[src/rtl/encrypt_scheduler.sv]
// Round-robin front end for the combinational encrypter: latches one requester's record
// and the baby key, holds them for SETTLE_CYCLES, then presents the captured result.
module encrypt_scheduler #(
   parameter int N_REQ         = 4,
   parameter int SRC_W         = 2,
   parameter int SETTLE_CYCLES = 2
) (
   input  logic                  clk,
   input  logic                  rst_n,
   input  logic [N_REQ-1:0]      req_valid,
   input  logic [80*N_REQ-1:0]   req_data,
   output logic [N_REQ-1:0]      req_ready,
   input  logic [63:0]           master_key,
   input  logic [63:0]           baby_key_in,
   input  logic                  baby_key_load,
   output logic                  key_ack,
   output logic [79:0]           enc_data_in,
   output logic [63:0]           enc_master_key,
   output logic [63:0]           enc_baby_key,
   input  logic [79:0]           enc_data_out,
   input  logic [7:0]            enc_crc,
   output logic                  out_valid,
   input  logic                  out_ready,
   output logic [79:0]           out_data,
   output logic [7:0]            out_crc,
   output logic [SRC_W-1:0]      out_src,
   output logic [15:0]           rec_count
);

   localparam int CNT_W = (SETTLE_CYCLES > 1) ? $clog2(SETTLE_CYCLES) : 1;

   localparam logic [1:0] S_IDLE   = 2'd0;
   localparam logic [1:0] S_SETTLE = 2'd1;
   localparam logic [1:0] S_OUT    = 2'd2;

   logic [1:0]       state;
   logic [SRC_W-1:0] rr_ptr;
   logic             key_valid;
   logic [CNT_W-1:0] cnt;
   logic [SRC_W-1:0] win_idx;
   logic             win_any;
   logic [SRC_W-1:0] next_ptr;
   logic             grant;
   logic [79:0]      win_data;

   assign enc_master_key = master_key;

   // Scan from the highest offset down so the requester closest to rr_ptr wins.
   always_comb begin
      logic [SRC_W-1:0] idx;
      idx     = '0;
      win_idx = '0;
      win_any = 1'b0;
      for (int i = N_REQ - 1; i >= 0; i--) begin
         idx = SRC_W'((int'(rr_ptr) + i) % N_REQ);
         if (req_valid[idx]) begin
            win_idx = idx;
            win_any = 1'b1;
         end
      end
   end

   assign next_ptr = (win_idx == SRC_W'(N_REQ - 1)) ? '0 : win_idx + SRC_W'(1);
   assign win_data = req_data[80*win_idx +: 80];

   // Key load takes priority over a grant, and nothing is granted without a valid key.
   assign grant = rst_n && (state == S_IDLE) && !baby_key_load && key_valid && win_any;

   always_comb begin
      req_ready = '0;
      if (grant) req_ready[win_idx] = 1'b1;
   end

   always_ff @(posedge clk) begin
      if (!rst_n) begin
         state        <= S_IDLE;
         rr_ptr       <= '0;
         key_valid    <= 1'b0;
         cnt          <= '0;
         key_ack      <= 1'b0;
         enc_data_in  <= '0;
         enc_baby_key <= '0;
         out_valid    <= 1'b0;
         out_data     <= '0;
         out_crc      <= '0;
         out_src      <= '0;
         rec_count    <= '0;
      end else begin
         key_ack <= 1'b0;
         case (state)
            S_IDLE: begin
               if (baby_key_load) begin
                  enc_baby_key <= baby_key_in;
                  key_valid    <= 1'b1;
                  key_ack      <= 1'b1;
               end else if (grant) begin
                  enc_data_in <= win_data;
                  out_src     <= win_idx;
                  rr_ptr      <= next_ptr;
                  cnt         <= CNT_W'(SETTLE_CYCLES - 1);
                  state       <= S_SETTLE;
               end
            end
            S_SETTLE: begin
               if (cnt == '0) begin
                  out_data  <= enc_data_out;
                  out_crc   <= enc_crc;
                  out_valid <= 1'b1;
                  state     <= S_OUT;
               end else begin
                  cnt <= cnt - CNT_W'(1);
               end
            end
            S_OUT: begin
               if (out_valid && out_ready) begin
                  out_valid <= 1'b0;
                  if (rec_count != 16'hFFFF) rec_count <= rec_count + 16'd1;
                  state <= S_IDLE;
               end
            end
            default: state <= S_IDLE;
         endcase
      end
   end

endmodule

[config.mk]
export PLATFORM = sky130hd
export DESIGN_NAME = encrypt_scheduler
export DESIGN_NICKNAME = d
export VERILOG_FILES = /design/src/rtl/encrypt_scheduler.sv
export SDC_FILE = /design/constraint.sdc
export NUM_CORES = 1
export LEC_CHECK = 0
export BUFFER_PORTS_ARGS = -buffer_cell sky130_fd_sc_hd__buf_4
export CORE_AREA = 2 2 337 339
export DETAILED_ROUTE_END_ITERATION = 8
export DIE_AREA = 0 0 339 341
export GPL_ROUTABILITY_DRIVEN = 0
export PLACE_DENSITY_LB_ADDON = 0.2
export SETUP_SLACK_MARGIN = 0.15
export SLEW_MARGIN = 30
export SYNTH_ARGS = -nofsm -noshare
export SYNTH_HDL_FRONTEND = slang
export SYNTH_SLANG_ARGS = --single-unit
[constraint.sdc]
create_clock -name clk -period 2.15 [get_ports clk]
set_input_delay 0.215 -clock clk [delete_from_list [all_inputs] [get_ports clk]]
set_output_delay 0.215 -clock clk [all_outputs]
set_load 0.02 [all_outputs]
# == Word level (Yosys, flattened, before mapping) ==
# Index checks and enable logic that the tools add are counted.
# totals
regBits,258
inputBits,544
out_inout_bits,320
# op_classes
add_sub_neg,6
n_mul,1
n_lt_le_gt_ge,6
eq_ne,8
shifts,1
mux,33
n_bitwise,2
n_reduce_logical,18
# ops
operator,count
320-bit by 10-bit variable part select with 80-bit output,1
2-bit two-way mux,9
16-bit by 1-bit adder with 16-bit output (second input constant),1
16-bit != test (second input constant),1
2-bit by 3-bit < comparator with 1-bit output (second input constant),5
1-bit two-way mux,15
3-bit AND reduction,4
1-bit binary-select mux with 2-bit select,4
2-bit != test (second input constant),4
1-bit logical AND,6
2-bit case mux with 3 select lines,1
2-bit AND reduction,3
3-bit by 2-bit multiplier with 5-bit output (first input constant),1
2-bit by 1-bit adder with 2-bit output (second input constant),2
2-bit adder (second input constant),2
2-bit equality test (second input constant),2
4-bit two-way mux,1
1-bit case mux with 2 select lines,2
4-bit AND reduction,1
2-bit nonzero test,2
1-bit demux with 2-bit select,1
2-bit by 1-bit equality test with 1-bit output (second input constant),1
2-bit by 1-bit greater-or-equal comparator with 1-bit output (second input constant),1
2-bit zero test,1
3 further kinds,4

# == Logic depth before layout (Yosys ltp) ==
# depth
ltp_word,12
depth_mapped,8
ltp_nobuf,7

# == Worst setup path after synthesis ==
# OpenSTA, ideal clock, no wires.
# synth_timing
path_type,reg-to-output
start,reg rr_ptr[0]
end,out req_ready[0]
arrival_ps,1750
t_required_ps,1935
setup_slack_ps,185
stages_incl_launch_ff,9
path_buffers,2
path_cell_list,dfxtp_1 nor2b_1 or4_1 buf_2 nand2_4 inv_4 buf_6 ha_1 and2_1
# synth_between
elab_chain_cells,12
word_cells_on_any_way,26
classes_between,add/sub: 3; order compare: 2; mux: 19; reduce/logical: 2
# synth_rtl
element,line,rtl
"start, declared",37,logic [SRC_W-1:0] rr_ptr;
"start signal, assigned",99,rr_ptr <= next_ptr;
2-bit adder,55,idx = SRC_W'((int'(rr_ptr) + i) % N_REQ);
1-bit binary-select mux with 2-bit select,56,if (req_valid[idx]) begin
1-bit two-way mux (not written as such),56,
2-bit two-way mux (3 in series),56,
2-bit two-way mux (*),56,
net win_idx[0],40,logic [SRC_W-1:0] win_idx;
2-bit by 3-bit < comparator with 1-bit output (not written as such) / 2-bit by 1-bit greater-or-equal comparator with 1-bit output (equally long branches),71,if (grant) req_ready[win_idx] = 1'b1;
1-bit logical AND (not written as such),71,
1-bit two-way mux (not written as such),71,
1-bit demux with 2-bit select (*),71,
4-bit two-way mux (*),71,
"end, declared",12,"output logic [N_REQ-1:0] req_ready,"
# Mark *: on every way through the listed nets, which the timed path passes. The rest lies on a longest branch. The select of a mux whose other input is x is not followed.

# == Final worst setup path ==
# layout_timing
start,reg rr_ptr[1]
end,out req_ready[1]
# Same word-level chain as after synthesis.

==> results.yml <==
global_routing:
  grt_max_degree: 89
  antenna_found_initial: 10
  grt_usage: 0.124
  grt_pass1_vias: 16000
  grt_pass1_wl_um: 109000
  globalRoute.totalOverflow: 0
finish:
  stdcell_count: 4080
  stdcell_area_um2: 24600
  final_common_cell: "buf_4"
  area_growth_pct: 92.4
  drive_above_1_share: 0.384
  finalCoreUtilization: 0.219
  final_cell_mix: "buf_4 (782), nand2_1 (321), dfxtp_1 (254), dlygate4sd3_1 (248), nand3_1 (159)"
  nets: 3098
power_and_ir_drop:
  power_mw: 15.0
  netSwitchingFraction: 0.279
  p_seq_frac: 0.340
  peakVddDrop_v: 0.000380
  pwr-share-clk: 0.456
  p_sw_mw: 4.19
  power_density_nw_per_um2: 611
  combPwrFrac: 0.204
  p_int_mw: 10.8
  p_leak_nw: 10.1
routing:
  wire_per_inst_um: 19.0
  firstDrtPassIters: 5
  vias: 15600
  totalWireLength_um: 77400
  ant_nets: 0
  drtIter0Drc: 696
  viasPerCell: 3.82
  drc: 0
clock_tree:
  cts_max_path_buffers: 3
  cts_root_buf: "clkbuf_16"
  cts.sinks: 258
  clkTransAtPathRegs_ns: 0.06
  h-tree-depth: 2
  cts_made_buffers: 38
  cts_tree: "yes"
  clock_latency_ns: 0.58
critical_path:
  critical_path.endpoint_type: "primary output"
  path_max_fanout: 5
  slowest_delay_ns: 0.58
  r2r_cells: 7
  crit_buf_inv: 2
  r2r_slack_ns: -0.06
  cp_top_family: "simple AND/OR/NAND/NOR gates"
  cpMostUsedCell: "buf_6"
  cp-startpoint: "rr_ptr[1]"
  cp.required_ns: 1.93
  critical-path-slowest-cell: "or4_4"
  path_cells: "or4_4 -> nand2_8 -> buf_6 -> ha_4 -> and2_4 -> buf_6"
  r2r_start: "state[1]"
  start_kind: "flip-flop"
  worstReg2RegEnd: "enc_data_in[16]"
  criticalPathCategory: "flip-flop to primary output"
  arrival_ns: 2.14
floorplanning:
  design.die.area_um2: 116000
  die_y_um: 341
  core-area_um2: 112000
  io_pins: 864
  dieWidth_um: 339
  start_util: 0.114
  rows: 123
status:
  violations: "negative setup slack"
  run_status: "finished, violations left"
logic_synthesis:
  ys_seq_area_frac: 0.405
  synth_ff_type: "dfxtp_1"
  synth_area_um2: 12800
  synth-warning-count: 0
  synth_edf_count: 0
  synthArstFlopShare: 0
  syn_inst: 1636
  synth.ff_latch_count: 258
  syn_avg_cell_area_um2: 7.80
  yosys.cell_types.count: 53
  synth_nets: 2185
placed_design:
  placed_area_um2: 19900
  post-dp-hpwl_um: 55300
  portBuffers: 735
  place_inst: 3729
timing:
  rsz0062_at_grt: "yes"
  max_freq_ghz: 0.425
  final_max_slew_viol_count: 0
  finalWorstSetupSlack_ns: -0.204
  relSlewSlack: 0.544
  skew_ns: 0.0275
  tightest_slew_ns: 0.685
  setup_violations: 39
  finalCritPeriodShare: 1.09
  finalCriticalPeriod_ns: 2.35
  hold_viol: 0
min_path:
  min_path_cells: 4
  holdPathEnd: "enc_data_in[27]"
  hp-class: "input pin to flip-flop"
  hold_start: "req_data[267]"
flow_run:
  max-cap-violations: 0
[Yosys cell counts (31+ instances only)]
cell / n / area [µm²]
nor2_1: 69 / 259
a311oi_1: 47 / 412
clkbuf_1: 110 / 413
mux2i_1: 35 / 350
dfxtp_1: 258 / 5160
a21oi_2: 47 / 412
a21o_1: 31 / 233
o21ai_0: 126 / 631
a21oi_1: 159 / 796
nand3_1: 159 / 796
nand2_1: 322 / 1210
buf_4: 65 / 488
o211ai_1: 33 / 248
o21a_1: 48 / 360
[kinds of logic after synthesis]
| kind of cell | Yosys count | share of synthesized area |
|---|---|---|
| flip-flops | 258 | 0.405 |
| multiplexers | 35 | 0.0275 |
| XOR/XNOR | 12 | 0.00824 |
| AO/OA/AOI/OAI | 511 | 0.255 |
| buffers and inverters | 224 | 0.0969 |
| AND/OR/NAND/NOR | 591 | 0.203 |
| adder cells (fa/ha/maj) | 5 | 0.00490 |
[routing by layer]
layer,GRT usage,vias to the layer above,share of wire
met5,0,-,0.00071
met4,0.0494,8,0.035
met3,0.0417,154,0.076
met2,0.210,538,0.48
met1,0.144,7397,0.40
li1,-,7495,-
[flip-flops by register name, summed over array words and instances (netlist names)]
| name | flops |
|---|---|
| enc_data_in | 80 |
| out_data | 80 |
| enc_baby_key | 64 |
| rec_count | 16 |
| out_crc | 8 |
| out_src | 2 |
| rr_ptr | 2 |
| state | 2 |
| cnt | 1 |
| key_ack | 1 |
| key_valid | 1 |
| out_valid | 1 |
[layout make-up]
type                    count  area, µm²
diodes                      5       12.5
clock buffers              53       1130
clock inverters            13        214
fillers                 12500      87300
inverters                   8       45.0
multi-input cells        1154       6640
flip-flops and latches    258       5170
well taps                1500       1880
repair buffers           1089       9460
[worst max-delay path by stage]
stage	endpoint	slack, ns	cells past startpoint
floorplan	req_ready[0]	0.18	8
global placement	enc_data_in[24]	-0.11	8
detailed placement	enc_data_in[24]	-0.10	8
CTS	req_ready[3]	-0.26	6
global route	req_ready[3]	-0.28	6
finish	req_ready[1]	-0.20	6
[power groups by stage]
stage                     Combinational, mW  Sequential [mW]  Clock, mW
after floorplan                        1.05             5.40          0
after global placement                 2.62             5.20          0
after detailed placement               2.61             5.20          0
after CTS                              3.06             5.10       7.16
after global routing                   3.29             5.12       7.33
final                                  3.06             5.10       6.84
[worst reg2reg max path: stages, from the launching register on]
cell and delay (ns):
dfxtp_2 0.31, nand4bb_4 0.29, or3_4 0.45, or3_4 0.48
buf_12 0.19, clkbuf_16 0.20, a21oi_4 0.12, o21a_1 0.12
[through the flow]
| stage | TNS, ns | hold WS, ns | setup WS (ns) |
|---|---|---|---|
| 2_1_floorplan | 0 | 0.351 | 0.185 |
| 5_1_grt | -7.27 | 0.0247 | -0.277 |
| 6_report | -1.67 | 0.0513 | -0.204 |
| 3_5_place_dp | -0.101 | 0.430 | -0.101 |
| 4_1_cts | -1.01 | 0.0000201 | -0.257 |
| 3_3_place_gp | -0.108 | 0.430 | -0.108 |
[timing repair]
| action | in CTS | in global routing |
|---|---|---|
| hold endpoints to repair | 192 | 0 |
| pin swaps | 10 | 7 |
| buffers inserted | 12 | 5 |
| hold buffers | 248 | 0 |
| cloned | 2 | 13 |
| endpoints found under the setup margin | 83 | 88 |
| gates resized for setup | 44 | 32 |
No activity file was read; power rests on OpenSTA's default activity.
